==> src/rtl/tens_digit_ctrl.sv <==
`default_nettype none
// ============================================================================
// Module   : tens_digit_ctrl
// Brief    : Tens-digit counter and run/pause/expiry controller for the game
//            countdown timer. Sits on the far side of the ones-digit borrow
//            interface: it consumes the ones digit's borrow pulse, returns
//            the do-not-borrow flag and gates the 1 s tick that feeds the
//            ones digit.
// Ports    : clk, rst (sync, active-low)
//            onesec_in        - 1 s strobe from prescaler
//            borrow_in        - borrow pulse from ones digit
//            ones_in[3:0]     - current ones digit (BCD)
//            toggle_switch    - tens preset, clamped to MAX_TENS
//            reconfig         - level, load preset and hold in IDLE
//            start / pause    - one-cycle run control requests
//            tick_out         - gated 1 s strobe to ones digit
//            tens_out[3:0]    - tens digit (BCD)
//            donot_borrow_out - ones digit must stop at 0
//            time_out         - timer expired (level)
//            underflow_err    - sticky, borrow seen while tens digit was 0
//            warn             - low-time warning
// Options  : TENS_WARN_EN - enables the low-time warning comparator; when
//            undefined, warn is tied low.
// Revision : 1.0 - initial release
// ============================================================================
module tens_digit_ctrl #(
    parameter int unsigned MAX_TENS  = 9,
    parameter int unsigned WARN_SECS = 5
) (
    input  logic       clk,
    input  logic       rst,
    input  logic       onesec_in,
    input  logic       borrow_in,
    input  logic [3:0] ones_in,
    input  logic [3:0] toggle_switch,
    input  logic       reconfig,
    input  logic       start,
    input  logic       pause,
    output logic       tick_out,
    output logic [3:0] tens_out,
    output logic       donot_borrow_out,
    output logic       time_out,
    output logic       underflow_err,
    output logic       warn
);

    typedef enum logic [1:0] {
        IDLE    = 2'd0,
        RUN     = 2'd1,
        PAUSE   = 2'd2,
        EXPIRED = 2'd3
    } state_t;

    localparam logic [3:0] C_MAX_TENS = 4'(MAX_TENS);

    state_t     state_q, state_d;
    logic [3:0] tens_q, tens_d;
    logic       tick_q, tick_d;
    logic       dnb_q, dnb_d;
    logic       to_q, to_d;
    logic       uf_q, uf_d;
    logic       warn_q, warn_d;

    logic [3:0] preset;
    logic       at_zero;

    assign preset  = (toggle_switch > C_MAX_TENS) ? C_MAX_TENS : toggle_switch;
    assign at_zero = (tens_q == 4'd0) && (ones_in == 4'd0);

    always_comb begin
        state_d = state_q;
        tens_d  = tens_q;
        tick_d  = 1'b0;
        uf_d    = uf_q;
        warn_d  = 1'b0;

        if (reconfig) begin
            state_d = IDLE;
            tens_d  = preset;
            uf_d    = 1'b0;
        end else begin
            case (state_q)
                IDLE: begin
                    if (start) begin
                        state_d = RUN;
                    end
                end
                RUN: begin
                    // Reaching 00 wins over a same-cycle pause, and no
                    // further tick is forwarded once the count is exhausted.
                    if (at_zero) begin
                        state_d = EXPIRED;
                    end else begin
                        tick_d = onesec_in;
                        if (pause) begin
                            state_d = PAUSE;
                        end
                    end
                end
                PAUSE: begin
                    if (start) begin
                        state_d = RUN;
                    end
                end
                default: begin
                    state_d = EXPIRED;
                end
            endcase

            // A borrow can still land one cycle into PAUSE because the tick
            // that caused it was issued while running, so PAUSE accepts it.
            if (borrow_in && ((state_q == RUN) || (state_q == PAUSE))) begin
                if (tens_q != 4'd0) begin
                    tens_d = tens_q - 4'd1;
                end else begin
                    uf_d = 1'b1;
                end
            end

`ifdef TENS_WARN_EN
            warn_d = ((state_q == RUN) || (state_q == PAUSE)) &&
                     (tens_q == 4'd0) && (ones_in <= 4'(WARN_SECS));
`endif
        end

        to_d  = (state_d == EXPIRED);
        // Looking at next-state values lets the flag rise in the same cycle
        // the tens digit reaches 0 rather than one cycle late.
        dnb_d = (tens_d == 4'd0) || (state_d != RUN);
    end

`ifndef TENS_WARN_EN
    logic [3:0] unused_warn_secs;
    assign unused_warn_secs = 4'(WARN_SECS);
`endif

    always_ff @(posedge clk) begin
        if (!rst) begin
            state_q <= IDLE;
            tens_q  <= 4'd0;
            tick_q  <= 1'b0;
            dnb_q   <= 1'b1;
            to_q    <= 1'b0;
            uf_q    <= 1'b0;
            warn_q  <= 1'b0;
        end else begin
            state_q <= state_d;
            tens_q  <= tens_d;
            tick_q  <= tick_d;
            dnb_q   <= dnb_d;
            to_q    <= to_d;
            uf_q    <= uf_d;
            warn_q  <= warn_d;
        end
    end

    assign tick_out         = tick_q;
    assign tens_out         = tens_q;
    assign donot_borrow_out = dnb_q;
    assign time_out         = to_q;
    assign underflow_err    = uf_q;
    assign warn             = warn_q;

endmodule
`default_nettype wire
==> config.mk <==
export PLATFORM = sky130hd
export DESIGN_NAME = tens_digit_ctrl
export DESIGN_NICKNAME = d
export VERILOG_FILES = /design/src/rtl/tens_digit_ctrl.sv
export SDC_FILE = /design/constraint.sdc
export NUM_CORES = 1
export LEC_CHECK = 0
export CORE_MARGIN = 8
export CORE_UTILIZATION = 44
export DETAILED_ROUTE_END_ITERATION = 7
export GPL_TIMING_DRIVEN = 0
export HOLD_SLACK_MARGIN = 0.05
export PLACE_DENSITY = 0.89
export SLEW_MARGIN = 0
export SYNTH_ARGS = -nofsm -noshare
export SYNTH_HDL_FRONTEND = slang
export SYNTH_SLANG_ARGS = --single-unit
==> constraint.sdc <==
create_clock -name clk -period 3.07 [get_ports clk]
set_clock_uncertainty 0.2 [all_clocks]
set_input_delay 0.921 -clock clk [delete_from_list [all_inputs] [get_ports clk]]
set_output_delay 0.921 -clock clk [all_outputs]
set_load 0.005 [all_outputs]
==> flow_summary.ini, run 1 <==
[critical_path]
r2r_setup_slack_ns = 1.03
start_kind = input port
crit_fanout = 3
cpMaxStageDelayCell = or4_4
r2r-end = donot_borrow_out
crit_path_max_incr_delay_ns = 0.55
reg2reg_from = state_q[0]
path_class = input port to register
cp_data_required_time_ns = 3.02
path_cells = clkdlybuf4s50_1 > or4_4 > o22ai_2 > a31oi_1 > nor2_1 > o41ai_2
cp.arrival_ns = 2.40
cp-end-kind = register
r2r_cells = 7

[yosys]
synth_area_um2 = 611
synth_xor_area_share_pct = 1.43
synth_top_family_by_area = compound AO/OA/AOI/OAI gates
synth_edf_count = 0
synthAdderAreaFrac_pct = 10.2
synthCells = 68
muxShareOfSynthArea_pct = 2.46
syn_nets = 88
synthSimpleGateAreaFrac_pct = 20.7
yosysWarnings = 0
syn_area_per_cell_um2 = 8.98
dominantRegCellSynth = dfxtp_1
synth_seq_cells = 10
synth_compound_area_share_pct = 26.2
synth_cell_types = 32
ys_async_sr_fraction_pct = 0
yosysSeqAreaShare_pct = 32.8

[cts]
htreeDepth = 1
cts-resized-gates = 0
numCtsBuffers = 3
clk_pin_slew_ns = 0.07
cts.path.max_buffers = 2
cts_tree = built
cts_root_buffer = clkbuf_4
post-cts-setup-buffer-count = 0
cts.sinks = 10
postCtsHoldBufs = 0
insertion_delay_ns = 0.27

[finish]
nNetsFinal = 115
synthToLayoutAreaGrowth_pct = 45.1
diodes = 0
drive_above_1_share_pct = 14.9
final_common_cell = clkdlybuf4s50_1
finalInstanceArea_um2 = 886
final_cell_mix = clkdlybuf4s50_1 (22), dfxtp_1 (10), inv_1 (7), nor2_1 (6), ha_1 (5)

[power_and_ir_drop]
combPwrFrac_pct = 22.1
p_int_mw = 0.251
p_clk_share_pct = 36.0
power.leakage_nw = 0.348
switchingPower_mw = 0.0870
power_density_nw_per_um2 = 381
p_seq_share_pct = 41.8
sw_frac_of_total_pct = 25.8
peakVddDrop_mv = 0.266
finalPower_mw = 0.338

[sta]
hold_violations = 0
fin_crit_ns = 2.45
fin_crit_sh_pct = 80.0
rsz0062_at_grt = no
setup_slack_ns = 0.615
whs_ns = 0.275
setup-tns-final_ns = 0
slew_violations = 0
fmax_ghz = 0.407
finalSetupViolations = 0

[global_route]
grt_pass1_wl_mm = 2.59
grtUsageMet1_pct = 12.6
busiest_layer = met2
antenna_found_initial = 0
grt_max_degree = 9
grtUsageMet2_pct = 21.1
overflow = 0
grt_usage_pct = 12.3
grt_pass1_vias = 611
grtUsageMet3_pct = 5.04

[placed_design]
dpl.hpwl_mm = 1.24
gp_congestion = 0.811
pre_cts_ws_ns = 0.333
placed_cell_area_um2 = 850
portBuffers = 22

[floorplanning]
rows = 13
fp.dieH_um = 53.3
core_um2 = 1300
io_pins = 24
die_x_um = 53.3
dieArea_um2 = 2840
start_util_pct = 46.9

[detailed_routing]
vias = 609
drt-pass1-iter-count = 4
drtIter0Drc = 27
totalWireLength_mm = 1.59
ant_nets = 0
route.detailed.wl_per_inst_um = 14.6
viasPerCell = 5.59
drc_errors = 0

[worst_hold_path]
hold_depth = 2
min_to = underflow_err
min-delay-path-class = register to register
hp-start = underflow_err

[job]
cap_violations = 0

[status]
status = finished, final reports clean
## how the worst max path moves through the flow
stage	start	endpoint	slack (ns)	cells past startpoint
after floorplan	ones_in[1]	donot_borrow_out	0.89	5
after global placement	ones_in[1]	donot_borrow_out	0.39	6
after detailed placement	ones_in[1]	donot_borrow_out	0.33	6
after CTS	ones_in[1]	donot_borrow_out	0.62	6
after global routing	ones_in[1]	donot_borrow_out	0.56	6
final	ones_in[1]	donot_borrow_out	0.62	6
## routing by layer
layer  part of all wire [%]  up-vias
met4                    2.1        0
met5                      0        -
met3                    9.2        5
met2                     49       26
li1                       -      294
met1                     39      284
## final cells by class
class	count	area [µm²]
tap	15	18.8
multi-input combinational	50	377
clock buffer	4	36.3
timing repair buffer	22	220
inverter	7	26.3
sequential	10	200
buffer	1	7.51
fill	97	415
## through the flow
| stage | std cells | util [%] |
|---|---|---|
| 6_report | 109 | 68.1 |
| 3_5_place_dp | 105 | 65.3 |
| 2_1_floorplan | 68 | - |
| 5_1_grt | 109 | 68.1 |
| 4_1_cts | 109 | 68.1 |
| 3_3_place_gp | 105 | 65.3 |
## power groups by stage
stage	sequential, mW	combinational, mW	clock, mW
after floorplan	0.143	0.0373	0
after global placement	0.144	0.0719	0
after CTS	0.141	0.0750	0.124
final	0.141	0.0747	0.122
after global routing	0.142	0.0818	0.129
after detailed placement	0.144	0.0736	0
## registers in the layout, indices dropped and copies added (netlist names)
register          cells
donot_borrow_out      1
state_q               2
tens_out              4
tick_out              1
time_out              1
underflow_err         1
## worst max-delay path, delay by kind of cell
family | cells | cell delay, ns
AOI/OAI and AO/OA | 3 | 0.34
and+or+nand+nor | 2 | 0.73
buffers and inverters | 1 | 0.40
## synthesized netlist by cell type (2+ instances only)
| cell | count | area, µm² |
|---|---|---|
| a31oi_1 | 4 | 25.0 |
| o21ai_0 | 3 | 15.0 |
| o21bai_1 | 2 | 15.0 |
| a21oi_1 | 3 | 15.0 |
| nand2_1 | 3 | 11.3 |
| and2_1 | 3 | 18.8 |
| nor2_1 | 6 | 22.5 |
| ha_1 | 5 | 62.6 |
| dfxtp_1 | 10 | 200 |
| inv_1 | 7 | 26.3 |
## kinds of logic after synthesis
logic type	Yosys count
AOI/OAI and AO/OA	21
buffers and inverters	8
DFF	10
other	1
adders and majority gates	5
xor gates and xnor gates	1
and+or+nand+nor	21
muxes	1
Power figures use the tool's default switching activity.
==> inputs of run 2 (changes only) <==
--- a/config.mk
+++ b/config.mk
@@ -6,11 +6,11 @@
 export NUM_CORES = 1
 export LEC_CHECK = 0
 export CORE_MARGIN = 8
-export CORE_UTILIZATION = 44
+export CORE_UTILIZATION = 37
 export DETAILED_ROUTE_END_ITERATION = 7
 export GPL_TIMING_DRIVEN = 0
 export HOLD_SLACK_MARGIN = 0.05
-export PLACE_DENSITY = 0.89
+export PLACE_DENSITY = 0.8
 export SLEW_MARGIN = 0
 export SYNTH_ARGS = -nofsm -noshare
 export SYNTH_HDL_FRONTEND = slang
==> constraint.sdc (replaced) <==
create_clock -name clk -period 2.1 [get_ports clk]
set_clock_uncertainty 0.2 [all_clocks]
set_input_delay 0.63 -clock clk [delete_from_list [all_inputs] [get_ports clk]]
set_output_delay 0.63 -clock clk [all_outputs]
set_load 0.005 [all_outputs]
==> run 2 against run 1 <==
Net effect:
- sequential power is 47% higher
- via count is 1.8% lower
- sequential share of layout area is 0.64 points lower
- register-to-register slack worse by 0.92 ns
- global-route usage is 3.0 points lower
- critical endpoint unchanged
- core utilization is 6.7 points lower
- cell count is 1.8% higher
==> flow_summary.ini, run 2 (synthesis gave the netlist of run 1 again) <==
[status]
status = finished, final reports clean

[floorplanning]
io_pins = 24
start_util_pct = 40.1
fp.dieH_um = 56.6
dieArea_um2 = 3210
core_um2 = 1520
rows = 14
die_x_um = 56.6

[critical_path]
crit_path_max_incr_delay_ns = 0.53
reg2reg_from = state_q[1]
r2r_setup_slack_ns = 0.11
start_kind = input port
r2r_cells = 7
cp.arrival_ns = 1.98
crit_fanout = 3
cp-end-kind = register
crit_buf_inv = 1
path_class = input port to register
r2r-end = donot_borrow_out
path_cells = clkdlybuf4s50_1 > nand2_2 > nor2_2 > mux2_4 > o21ai_2 > o41ai_2
cp_data_required_time_ns = 2.06
cpMaxStageDelayCell = clkdlybuf4s50_1
path_delay_family = buffers and inverters

[finish]
diodes = 0
final_cell_mix = clkdlybuf4s50_1 (19), inv_1 (7), dfxtp_1 (6), nor2_1 (5), ha_1 (5)
synthToLayoutAreaGrowth_pct = 53.1
fin_cells = 111
drive_above_1_share_pct = 23.2
final_common_cell = clkdlybuf4s50_1
finalInstanceArea_um2 = 935
largest_register_ffs = 4
nNetsFinal = 116
final_util_pct = 61.3
fillers = 117

[detailed_routing]
drc_errors = 0
totalWireLength_mm = 1.65
route.detailed.wl_per_inst_um = 14.8
drtIter0Drc = 12
vias = 598
viasPerCell = 5.39
ant_nets = 0
drt-pass1-iter-count = 4

[sta]
fmax_ghz = 0.496
slew_violations = 0
rsz0062_at_grt = no
fin_crit_sh_pct = 96.0
setup-tns-final_ns = 0
hold_violations = 0
finalSetupViolations = 0
fin_crit_ns = 2.02

[power_and_ir_drop]
p_int_mw = 0.370
peakVddDrop_mv = 0.447
sw_frac_of_total_pct = 26.8
p_clk_share_pct = 35.8
power.leakage_nw = 0.382
switchingPower_mw = 0.135
combPwrFrac_pct = 23.3
p_seq_share_pct = 41.0
power_density_nw_per_um2 = 541

[global_route]
grt_max_degree = 9
grt_pass1_vias = 565
antenna_found_initial = 0
grt_pass1_wl_mm = 2.50
grt_usage_pct = 9.37
overflow = 0

[worst_hold_path]
hold_depth = 2
min-delay-path-class = register to register
min_to = underflow_err
hp-start = underflow_err

[cts]
numCtsBuffers = 3
cts_root_buffer = clkbuf_4
insertion_delay_ns = 0.28
cts.path.max_buffers = 2
clk_pin_slew_ns = 0.08
cts.sinks = 10
htreeDepth = 1
cts_tree = built

[placed_design]
portBuffers = 22
gp_congestion = 0.789
dpl.hpwl_mm = 1.18
place_inst = 106
placed_cell_area_um2 = 851

[job]
cap_violations = 0
==> run 2: worst max path at each step <==
| stage | startpoint | end | depth (start not counted) |
|---|---|---|---|
| 6_report | borrow_in | donot_borrow_out | 6 |
| 5_1_grt | state_q[1] | donot_borrow_out | 7 |
| 4_1_cts | ones_in[1] | donot_borrow_out | 6 |
| 3_5_place_dp | ones_in[1] | donot_borrow_out | 6 |
| 3_3_place_gp | ones_in[1] | donot_borrow_out | 6 |
| 2_1_floorplan | ones_in[1] | donot_borrow_out | 5 |
==> run 2: what timing repair did <==
item                       4_1_cts  5_1_grt
buffers inserted                 0        1
setup endpoints to repair        0        6
hold buffers                     0        0
resized for setup                0       12
==> run 2: area by class of cell <==
| class | count | area (µm²) | area share [%] |
|---|---|---|---|
| multi-input combinational | 50 | 404 | 43.2 |
| clock buffer | 4 | 36.3 | 3.88 |
| tap | 16 | 20.0 | 2.14 |
| sequential | 10 | 205 | 22.0 |
| timing repair buffer | 23 | 235 | 25.2 |
| buffer | 1 | 7.51 | 0.803 |
| inverter | 7 | 26.3 | 2.81 |
==> run 2: through the flow <==
stage	worst slack [ns]	total power, mW	hold slack [ns]
2_1_floorplan	0.213	0.264	0.261
3_3_place_gp	-0.286	0.316	0.254
3_5_place_dp	-0.272	0.318	0.268
4_1_cts	0.00245	0.494	0.287
5_1_grt	0.0184	0.530	0.356
6_report	0.0831	0.506	0.287
==> run 2: per-layer routing <==
layer  part of all wire [%]  vias to the layer above  GRT usage, %
li1                       -                      295             -
met1                     44                      277          11.2
met2                     47                       24          13.9
met3                    8.4                        2          4.94
met4                   0.79                        0          3.09
met5                      0                        -             0
==> run 2: tightest hold or removal path, cell delays in order, from the launching register on <==
cell and delay (ns):
dfxtp_1 0.33, a31oi_1 0.04, nor2_1 0.08
==> run 2: power groups by stage <==
stage	sequential, mW	clock [mW]	combinational, mW
3_3_place_gp	0.210	0	0.106
4_1_cts	0.206	0.180	0.108
3_5_place_dp	0.210	0	0.107
6_report	0.207	0.181	0.118
2_1_floorplan	0.209	0	0.0545
5_1_grt	0.208	0.194	0.128
